--- config.mk ---
export PLATFORM = sky130hd
export DESIGN_NAME = bus_arbiter
export DESIGN_NICKNAME = d
export VERILOG_FILES = /design/src/rtl/copperv_pkg.sv /design/src/rtl/arb_src_fifo.sv /design/src/rtl/bus_arbiter.sv
export SDC_FILE = /design/constraint.sdc
export NUM_CORES = 1
export LEC_CHECK = 0
export BUFFER_PORTS_ARGS = -buffer_cell sky130_fd_sc_hd__buf_2
export CAP_MARGIN = 20
export CORE_AREA = 2 2 159 161
export CTS_CLUSTER_SIZE = 25
export DETAILED_ROUTE_END_ITERATION = 6
export DIE_AREA = 0 0 161 163
export GPL_TIMING_DRIVEN = 0
export SYNTH_ARGS = -nofsm -noshare
export SYNTH_HDL_FRONTEND = slang
export SYNTH_SLANG_ARGS = --single-unit
export TNS_END_PERCENT = 20
--- constraint.sdc ---
create_clock -name clk -period 2.4 [get_ports clk]
set_input_delay 0.48 -clock clk [delete_from_list [all_inputs] [get_ports clk]]
set_output_delay 0.48 -clock clk [all_outputs]
set_load 0.01 [all_outputs]
--- src/rtl/copperv_pkg.sv ---
// rtl/copperv_pkg.sv - shared source ids, arbiter FSM encodings and round-robin helper
package copperv_pkg;

    typedef enum logic {
        SRC_I = 1'b0,
        SRC_D = 1'b1
    } src_t;

    typedef enum logic {
        RD_IDLE = 1'b0,
        RD_GNT  = 1'b1
    } rd_state_t;

    typedef enum logic {
        WR_IDLE = 1'b0,
        WR_GNT  = 1'b1
    } wr_state_t;

    // With both requesting, the source that did not win last time wins now.
    function automatic src_t rr_pick(input logic i_req, input logic d_req, input src_t last);
        src_t pick;
        if (i_req && d_req) begin
            if (last == SRC_I) pick = SRC_D;
            else               pick = SRC_I;
        end else if (d_req) begin
            pick = SRC_D;
        end else begin
            pick = SRC_I;
        end
        return pick;
    endfunction

endpackage

--- src/rtl/arb_src_fifo.sv ---
// rtl/arb_src_fifo.sv - in-order source-id FIFO that routes read responses to their requester
module arb_src_fifo #(
    parameter int depth = 2
) (
    input  logic clk,
    input  logic rst,
    input  logic push,
    input  logic push_data,
    input  logic pop,
    output logic head,
    output logic full,
    output logic empty
);

    localparam int PW = (depth > 1) ? $clog2(depth) : 1;
    localparam int CW = $clog2(depth + 1);
    localparam logic [PW-1:0] LAST = PW'(depth - 1);

    logic          mem [depth];
    logic [PW-1:0] wr_ptr;
    logic [PW-1:0] rd_ptr;
    logic [CW-1:0] count;
    logic          do_push;
    logic          do_pop;

    assign full    = (count == CW'(depth));
    assign empty   = (count == '0);
    assign head    = mem[rd_ptr];
    assign do_push = push && (!full || pop);
    assign do_pop  = pop && !empty;

    always_ff @(posedge clk) begin
        if (do_push) begin
            mem[wr_ptr] <= push_data;
        end
    end

    always_ff @(posedge clk) begin
        if (!rst) begin
            wr_ptr <= '0;
            rd_ptr <= '0;
            count  <= '0;
        end else begin
            if (do_push) begin
                wr_ptr <= (wr_ptr == LAST) ? '0 : wr_ptr + 1'b1;
            end
            if (do_pop) begin
                rd_ptr <= (rd_ptr == LAST) ? '0 : rd_ptr + 1'b1;
            end
            count <= count + CW'(do_push) - CW'(do_pop);
        end
    end

endmodule

--- src/rtl/bus_arbiter.sv ---
// rtl/bus_arbiter.sv - shares one memory port between the instruction and data buses
module bus_arbiter
    import copperv_pkg::*;
#(
    parameter int bus_width       = 32,
    parameter int max_outstanding = 2
) (
    input  logic                 clk,
    input  logic                 rst,
    input  logic                 i_raddr_valid,
    input  logic [bus_width-1:0] i_raddr,
    output logic                 i_raddr_ready,
    output logic                 i_rdata_valid,
    output logic [bus_width-1:0] i_rdata,
    input  logic                 i_rdata_ready,
    input  logic                 i_waddr_valid,
    input  logic [bus_width-1:0] i_waddr,
    output logic                 i_waddr_ready,
    input  logic                 i_wdata_valid,
    input  logic [bus_width-1:0] i_wdata,
    output logic                 i_wdata_ready,
    input  logic                 d_raddr_valid,
    input  logic [bus_width-1:0] d_raddr,
    output logic                 d_raddr_ready,
    output logic                 d_rdata_valid,
    output logic [bus_width-1:0] d_rdata,
    input  logic                 d_rdata_ready,
    input  logic                 d_waddr_valid,
    input  logic [bus_width-1:0] d_waddr,
    output logic                 d_waddr_ready,
    input  logic                 d_wdata_valid,
    input  logic [bus_width-1:0] d_wdata,
    output logic                 d_wdata_ready,
    output logic                 m_raddr_valid,
    output logic [bus_width-1:0] m_raddr,
    input  logic                 m_raddr_ready,
    input  logic                 m_rdata_valid,
    input  logic [bus_width-1:0] m_rdata,
    output logic                 m_rdata_ready,
    output logic                 m_waddr_valid,
    output logic [bus_width-1:0] m_waddr,
    input  logic                 m_waddr_ready,
    output logic                 m_wdata_valid,
    output logic [bus_width-1:0] m_wdata,
    input  logic                 m_wdata_ready,
    output logic                 err
);

    rd_state_t rd_state, rd_next;
    src_t      rd_src, rd_last, rd_pick;
    wr_state_t wr_state, wr_next;
    src_t      wr_src, wr_last, wr_pick;
    logic      waddr_done, wdata_done;
    logic      waddr_hs, wdata_hs;
    logic      src_push, src_pop, src_head, src_full, src_empty;

    arb_src_fifo #(
        .depth(max_outstanding)
    ) u_src_fifo (
        .clk      (clk),
        .rst      (rst),
        .push     (src_push),
        .push_data(rd_src),
        .pop      (src_pop),
        .head     (src_head),
        .full     (src_full),
        .empty    (src_empty)
    );

    assign rd_pick = rr_pick(i_raddr_valid, d_raddr_valid, rd_last);
    assign wr_pick = rr_pick(i_waddr_valid || i_wdata_valid, d_waddr_valid || d_wdata_valid, wr_last);

    always_ff @(posedge clk) begin
        if (!rst) begin
            rd_state <= RD_IDLE;
            rd_src   <= SRC_D;
            rd_last  <= SRC_I;
        end else begin
            rd_state <= rd_next;
            if (rd_state == RD_IDLE && rd_next == RD_GNT) begin
                rd_src  <= rd_pick;
                rd_last <= rd_pick;
            end
        end
    end

    always_comb begin
        rd_next       = rd_state;
        m_raddr_valid = 1'b0;
        m_raddr       = '0;
        i_raddr_ready = 1'b0;
        d_raddr_ready = 1'b0;
        src_push      = 1'b0;
        case (rd_state)
            RD_IDLE: begin
                if ((i_raddr_valid || d_raddr_valid) && !src_full) begin
                    rd_next = RD_GNT;
                end
            end
            RD_GNT: begin
                if (rd_src == SRC_I) begin
                    m_raddr_valid = i_raddr_valid;
                    m_raddr       = i_raddr;
                    i_raddr_ready = m_raddr_ready;
                end else begin
                    m_raddr_valid = d_raddr_valid;
                    m_raddr       = d_raddr;
                    d_raddr_ready = m_raddr_ready;
                end
                if (m_raddr_valid && m_raddr_ready) begin
                    src_push = 1'b1;
                    rd_next  = RD_IDLE;
                end
            end
            default: rd_next = RD_IDLE;
        endcase
    end

    // Responses come back in issue order, so the FIFO head names the owner.
    always_comb begin
        m_rdata_ready = 1'b0;
        i_rdata_valid = 1'b0;
        d_rdata_valid = 1'b0;
        src_pop       = 1'b0;
        if (!src_empty) begin
            if (src_head == SRC_I) begin
                m_rdata_ready = i_rdata_ready;
                i_rdata_valid = m_rdata_valid;
            end else begin
                m_rdata_ready = d_rdata_ready;
                d_rdata_valid = m_rdata_valid;
            end
            src_pop = m_rdata_valid && m_rdata_ready;
        end
    end

    assign i_rdata = m_rdata;
    assign d_rdata = m_rdata;

    always_ff @(posedge clk) begin
        if (!rst) begin
            err <= 1'b0;
        end else if (m_rdata_valid && src_empty) begin
            err <= 1'b1;
        end
    end

    always_ff @(posedge clk) begin
        if (!rst) begin
            wr_state   <= WR_IDLE;
            wr_src     <= SRC_D;
            wr_last    <= SRC_I;
            waddr_done <= 1'b0;
            wdata_done <= 1'b0;
        end else begin
            wr_state   <= wr_next;
            waddr_done <= (wr_next == WR_GNT) && (waddr_done || waddr_hs);
            wdata_done <= (wr_next == WR_GNT) && (wdata_done || wdata_hs);
            if (wr_state == WR_IDLE && wr_next == WR_GNT) begin
                wr_src  <= wr_pick;
                wr_last <= wr_pick;
            end
        end
    end

    always_comb begin
        wr_next       = wr_state;
        m_waddr_valid = 1'b0;
        m_waddr       = '0;
        m_wdata_valid = 1'b0;
        m_wdata       = '0;
        i_waddr_ready = 1'b0;
        i_wdata_ready = 1'b0;
        d_waddr_ready = 1'b0;
        d_wdata_ready = 1'b0;
        waddr_hs      = 1'b0;
        wdata_hs      = 1'b0;
        case (wr_state)
            WR_IDLE: begin
                if (i_waddr_valid || i_wdata_valid || d_waddr_valid || d_wdata_valid) begin
                    wr_next = WR_GNT;
                end
            end
            WR_GNT: begin
                if (wr_src == SRC_I) begin
                    m_waddr_valid = i_waddr_valid && !waddr_done;
                    m_waddr       = i_waddr;
                    i_waddr_ready = m_waddr_ready && !waddr_done;
                    m_wdata_valid = i_wdata_valid && !wdata_done;
                    m_wdata       = i_wdata;
                    i_wdata_ready = m_wdata_ready && !wdata_done;
                end else begin
                    m_waddr_valid = d_waddr_valid && !waddr_done;
                    m_waddr       = d_waddr;
                    d_waddr_ready = m_waddr_ready && !waddr_done;
                    m_wdata_valid = d_wdata_valid && !wdata_done;
                    m_wdata       = d_wdata;
                    d_wdata_ready = m_wdata_ready && !wdata_done;
                end
                waddr_hs = m_waddr_valid && m_waddr_ready;
                wdata_hs = m_wdata_valid && m_wdata_ready;
                if ((waddr_done || waddr_hs) && (wdata_done || wdata_hs)) begin
                    wr_next = WR_IDLE;
                end
            end
            default: wr_next = WR_IDLE;
        endcase
    end

endmodule
Yosys cells after proc, flatten, opt, wreduce, memory -nomap -nowiden. Memory sizes are Yosys's and may differ from the RTL's. A register that Yosys moved wholly into a read port is not among the register bits. Index checks and enable logic that the tools add are counted.

Add/subtract/negate cells: 4. Eq/ne operators: 1. Multiplexer cells: 57. Bitwise gates (word level): 2. Reductions and logical operators: 36.

Operators by type and width (count): $mux W32 (6); $mux W1 (49); $logic_and A1 B1 Y1 (21); $logic_or A1 B1 Y1 (10); $logic_not A1 Y1 (4); $pmux W1 S2 (2); $add A1 B1 Y1 const B (2); $add A2 B1 Y2 (1); $eq A2 B2 Y1 const B (1); $logic_not A2 Y1 (1); $not A1 Y1 (2); $sub A2 B1 Y2 (1).

Register bits after elaboration: 13. RAM bits: 2. Input bits: 238. Output and inout bits: 173. Word-level logic and storage cells: 113. Memories kept: 1.

Memory list: u_src_fifo.mem (depth 2, bits a word 1, rd ports 1, clocked after Yosys merged registers in 1, write ports 1, RTL line arb_src_fifo.sv:19) `logic mem [depth];`.

Longest topological paths before layout.
Depth after elaboration: 10. Gate-level depth with buffers: 8. Gate-level depth less buffers: 8.

By module. From an unflattened synthesis, not the netlist that was laid out.

Cells, all modules: 376. Area, all modules: 3078.0 sq um.

By module, submodules not included: bus_arbiter (instances 1, cells each 347, area an instance 2756.4 sq um, sequential area each 180.2 sq um); arb_src_fifo (instances 1, cells each 29, area an instance 321.6 sq um, sequential area each 160.2 sq um).

Worst setup path after synthesis. OpenSTA, ideal clock, no wires.

Kind: register -> register. From: register with a tool-made name. To: register u_src_fifo.count[1]. Data arrival time: 1.773 ns. Slack: 0.502 ns. Cell stages (with the launch flop): 9. Period minus slack after synthesis: 1.898 ns. Cell sequence: dfxtp_1 -> mux2i_2 -> mux2i_1 -> nor2_1 -> ha_1 -> xnor2_1 -> a211oi_1 -> a41oi_1 -> nand3_1.

RTL lines: to (signal assigned) (RTL line arb_src_fifo.sv:50) `count <= count + CW'(do_push) - CW'(do_pop);`; to (decl) (RTL line arb_src_fifo.sv:22) `logic [CW-1:0] count;`.

Final worst setup path.
From: register wr_src. To: output m_waddr[22].

Longest elaborated chain between the ends: 2.

Ends and longest elaborated chain: from (decl) (RTL line bus_arbiter.sv:52) `src_t wr_src, wr_last, wr_pick;`; from (signal assigned) (RTL line bus_arbiter.sv:160) `wr_src <= wr_pick;`; $mux W32 (RTL line bus_arbiter.sv:185) `if (wr_src == SRC_I) begin`; $mux W32 (RTL line bus_arbiter.sv:178) `case (wr_state)`; to (decl) (RTL line bus_arbiter.sv:41) `output logic [bus_width-1:0] m_waddr,`.

No other way between the ends.

==> impl_metrics.env <==
export IMPL_status="finished clean"
export IMPL_first_global_vias=3794
export IMPL_vias=4049
export IMPL_slowest_delay_ns=0.32
export IMPL_final_cell_mix="386 x buf_2, 100 x mux2i_1, 68 x nor2b_1"
export IMPL_grt_pass1_wl_mm=22.7
export IMPL_worst_slew_margin_rel=0.645
export IMPL_power_density_nw_per_um2=411
export IMPL_cts_max_path_buffers=2
export IMPL_hold_path_class="reg2reg"
export IMPL_clock_tree_skew_after_final_layout_ns=0.00278
export IMPL_syn_instance_count=394
export IMPL_later_pin_clock_latency_in_the_skew_report_ns=0.25
export IMPL_layout_cells_most_common="buf_2"
export IMPL_clk_root_buffer_cell="clkbuf_16"
export IMPL_mappedNetlistNets=633
export IMPL_timing_final_hold_violations=0
export IMPL_critical_path_peak_fanout=10
export IMPL_cts_tree="built"
export IMPL_synthesis_area_um2=2970
export IMPL_final_max_slew_viol_count=0
export IMPL_max_slew_worst_pin_slew_ns=0.517
export IMPL_worst_ep_required_time_ns=1.92
export IMPL_overflow=0
export IMPL_first_pass_iters=4
export IMPL_initial_antenna_violation_count=4
export IMPL_max_cap_violations=0
export IMPL_final_nets=1015
export IMPL_synth_cell_types=33
export IMPL_timing_final_crit_period_ns=2.31
export IMPL_setup_worst_path_class="reg2out"
export IMPL_cp_start_kind="register"
export IMPL_worst_setup_path_end_kind="output pin"
export IMPL_rsz0062_at_grt="yes"
export IMPL_route_detailed_vias_per_inst=3.66
export IMPL_post_drt_wl_per_cell_um=15.1
export IMPL_top_level_ports=411
export IMPL_yosysWarningCount=0
export IMPL_remaining_drc_errors=0
export IMPL_synthesis_area_per_instance_um2=7.55
export IMPL_fin_util=0.218
export IMPL_detail_route_iter0_violations=122
export IMPL_placement_io_buffers=377
export IMPL_final_hold_worst_slack_ns=0.452
export IMPL_clock_slew_at_the_register_clock_pins_of_the_worst_setup_and_hold_paths_ns=0.05
export IMPL_total_wirelength_mm=16.7
export IMPL_dp_hpwl_mm=15.2
export IMPL_setup_violations=0
export IMPL_nFillCells=2801
export IMPL_final_antenna_net_count=0
export IMPL_flow_area_growth_from_synthesis_pct=80.8
export IMPL_overall_die_area_um2=26200
export IMPL_coreArea_um2=24700
export IMPL_rows=58
export IMPL_power_leakage_uw=0.00339
export IMPL_final_replace_weighted_congestion=0.858
export IMPL_grt_util_all_layers=0.115
export IMPL_final_layout_size_suffix_gt1_frac=0.597
export IMPL_die_width_um=161
export IMPL_post_layout_power_uw=2210
export IMPL_finalCritPeriodShare=0.964
export IMPL_cts_sinks=16
export IMPL_worstPathArrival_ns=1.83
export IMPL_critical_path_cell_chain="buf_2, buf_4, buf_4, mux2i_2, nor2b_1, buf_2"
export IMPL_max_freq_mhz=432
export IMPL_largest_net_degree_at_the_start_of_global_routing=11
export IMPL_ctsHtreeMaxLevel=1
export IMPL_synth_ff_latch_count=16
export IMPL_ir_drop_v=0.000296
export IMPL_fp_dieH_um=163
export IMPL_synth_sequential_area_ratio=0.114
export IMPL_standard_cell_with_the_maximum_stage_delay_on_the_critical_path="mux2i_2"
export IMPL_cts_buffers=3
export IMPL_initial_cell_density_of_the_core=0.120
-- layout make-up --
type | count | area [um2] | share of cell area
multi-input combinational | 284 | 2040 | 0.379
timing repair buffer | 377 | 1890 | 0.351
buffer | 88 | 593 | 0.110
tap | 330 | 413 | 0.0768
sequential | 16 | 340 | 0.0633
clock buffer | 3 | 75.1 | 0.0140
inverter | 6 | 22.5 | 0.00419
clock inverter | 1 | 3.75 | 0.000698
antenna | 1 | 2.50 | 0.000466
-- cell families after synthesis --
group / after synthesis / share of synthesized area
simple gates: 151 / 0.262
fa+ha+maj: 1 / 0.00421
xor+xnor: 1 / 0.00295
flops: 16 / 0.114
compound gates: 26 / 0.0556
mux: 105 / 0.356
buf+inv: 94 / 0.205
-- critical path: cells and delay by family (launching register included) --
family | cells | cell delay, ns
multiplexers | 1 | 0.32
AND/OR/NAND/NOR | 1 | 0.07
flip-flops | 1 | 0.30
buffers and inverters | 4 | 0.88
-- layer usage --
layer	vias up	GRT usage	share of wire
met5	-	0	0.0014
met4	4	0.00812	0.0083
met3	14	0.0270	0.088
met2	264	0.235	0.53
met1	1743	0.125	0.37
li1	2024	-	-
-- report_power, final --
group | total, uW | leakage [uW] | internal (uW) | switching (uW)
clock | 332 | 0.0000385 | 221 | 111
combinational | 1510 | 0.00322 | 710 | 802
sequential | 366 | 0.000133 | 325 | 41.0
total | 2210 | 0.00339 | 1260 | 954
-- state kept, by name, indices dropped and copies added, names as in the netlist, named ones only --
| register | cells |
|---|---|
| wr_src | 1 |
| u_src_fifo.mem | 2 |
| wr_last | 1 |
| u_src_fifo.count | 2 |
| rd_last | 1 |
| rd_src | 1 |
| u_src_fifo.rd_ptr | 1 |
| wr_state | 1 |
| rd_state | 1 |
| u_src_fifo.wr_ptr | 1 |
| err | 1 |
| wdata_done | 1 |
| waddr_done | 1 |
-- metrics by stage --
step           setup TNS [ns]  cells  worst slack [ns]  cell area (um2)
4_1_cts                     0   1105            0.0209             5360
3_3_place_gp                0   1101            0.0731             5270
6_report                    0   1106            0.0865             5370
2_1_floorplan               0    394             0.502             2970
5_1_grt              -0.00187   1106          -0.00187             5370
3_5_place_dp                0   1101            0.0831             5270
-- cell usage after synthesis --
master	n	area share
a211oi_1	3	0.0076
a21oi_1	9	0.015
a22oi_1	1	0.0025
a31oi_1	1	0.0021
a41oi_1	2	0.0059
and2_1	2	0.0042
and3_1	3	0.0063
buf_1	1	0.0013
buf_2	11	0.019
buf_4	65	0.16
clkbuf_1	11	0.014
clkinv_1	2	0.0025
dfxtp_1	14	0.094
edfxtp_1	2	0.020
ha_1	1	0.0042
inv_1	4	0.0050
mux2_2	2	0.0076
mux2i_1	102	0.34
mux2i_2	1	0.0046
nand2_1	11	0.014
nand2b_1	3	0.0063
nand3_1	3	0.0050
nand3b_1	2	0.0050
nand4_1	2	0.0042
nor2_1	55	0.069
nor2b_1	68	0.14
nor3_1	1	0.0017
o21ai_0	6	0.010
o21ba_2	1	0.0034
o311ai_0	2	0.0059
o32ai_1	1	0.0029
or4_1	1	0.0025
xnor2_1	1	0.0029
-- path summary, 6_finish.rpt --
| kind | cells after the start | slack, ns | to | from |
|---|---|---|---|---|
| max | 6 | 0.09 | m_waddr[22] | wr_src |
| min | 0 | 0.45 | u_src_fifo.mem[0] | rd_src |
| max reg2reg | 7 | 0.22 | u_src_fifo.count[1] | register |
| min reg2reg | 0 | 0.45 | u_src_fifo.mem[0] | rd_src |
-- repair_timing --
action | 4_1_cts | 5_1_grt
resized for setup | 2 | 3
cloned | 0 | 0
pin swaps | 0 | 0
buffers inserted | 0 | 0
hold buffers | 0 | 0
setup endpoints to repair | 10 | 3
No activity file was read; power rests on OpenSTA's default activity.
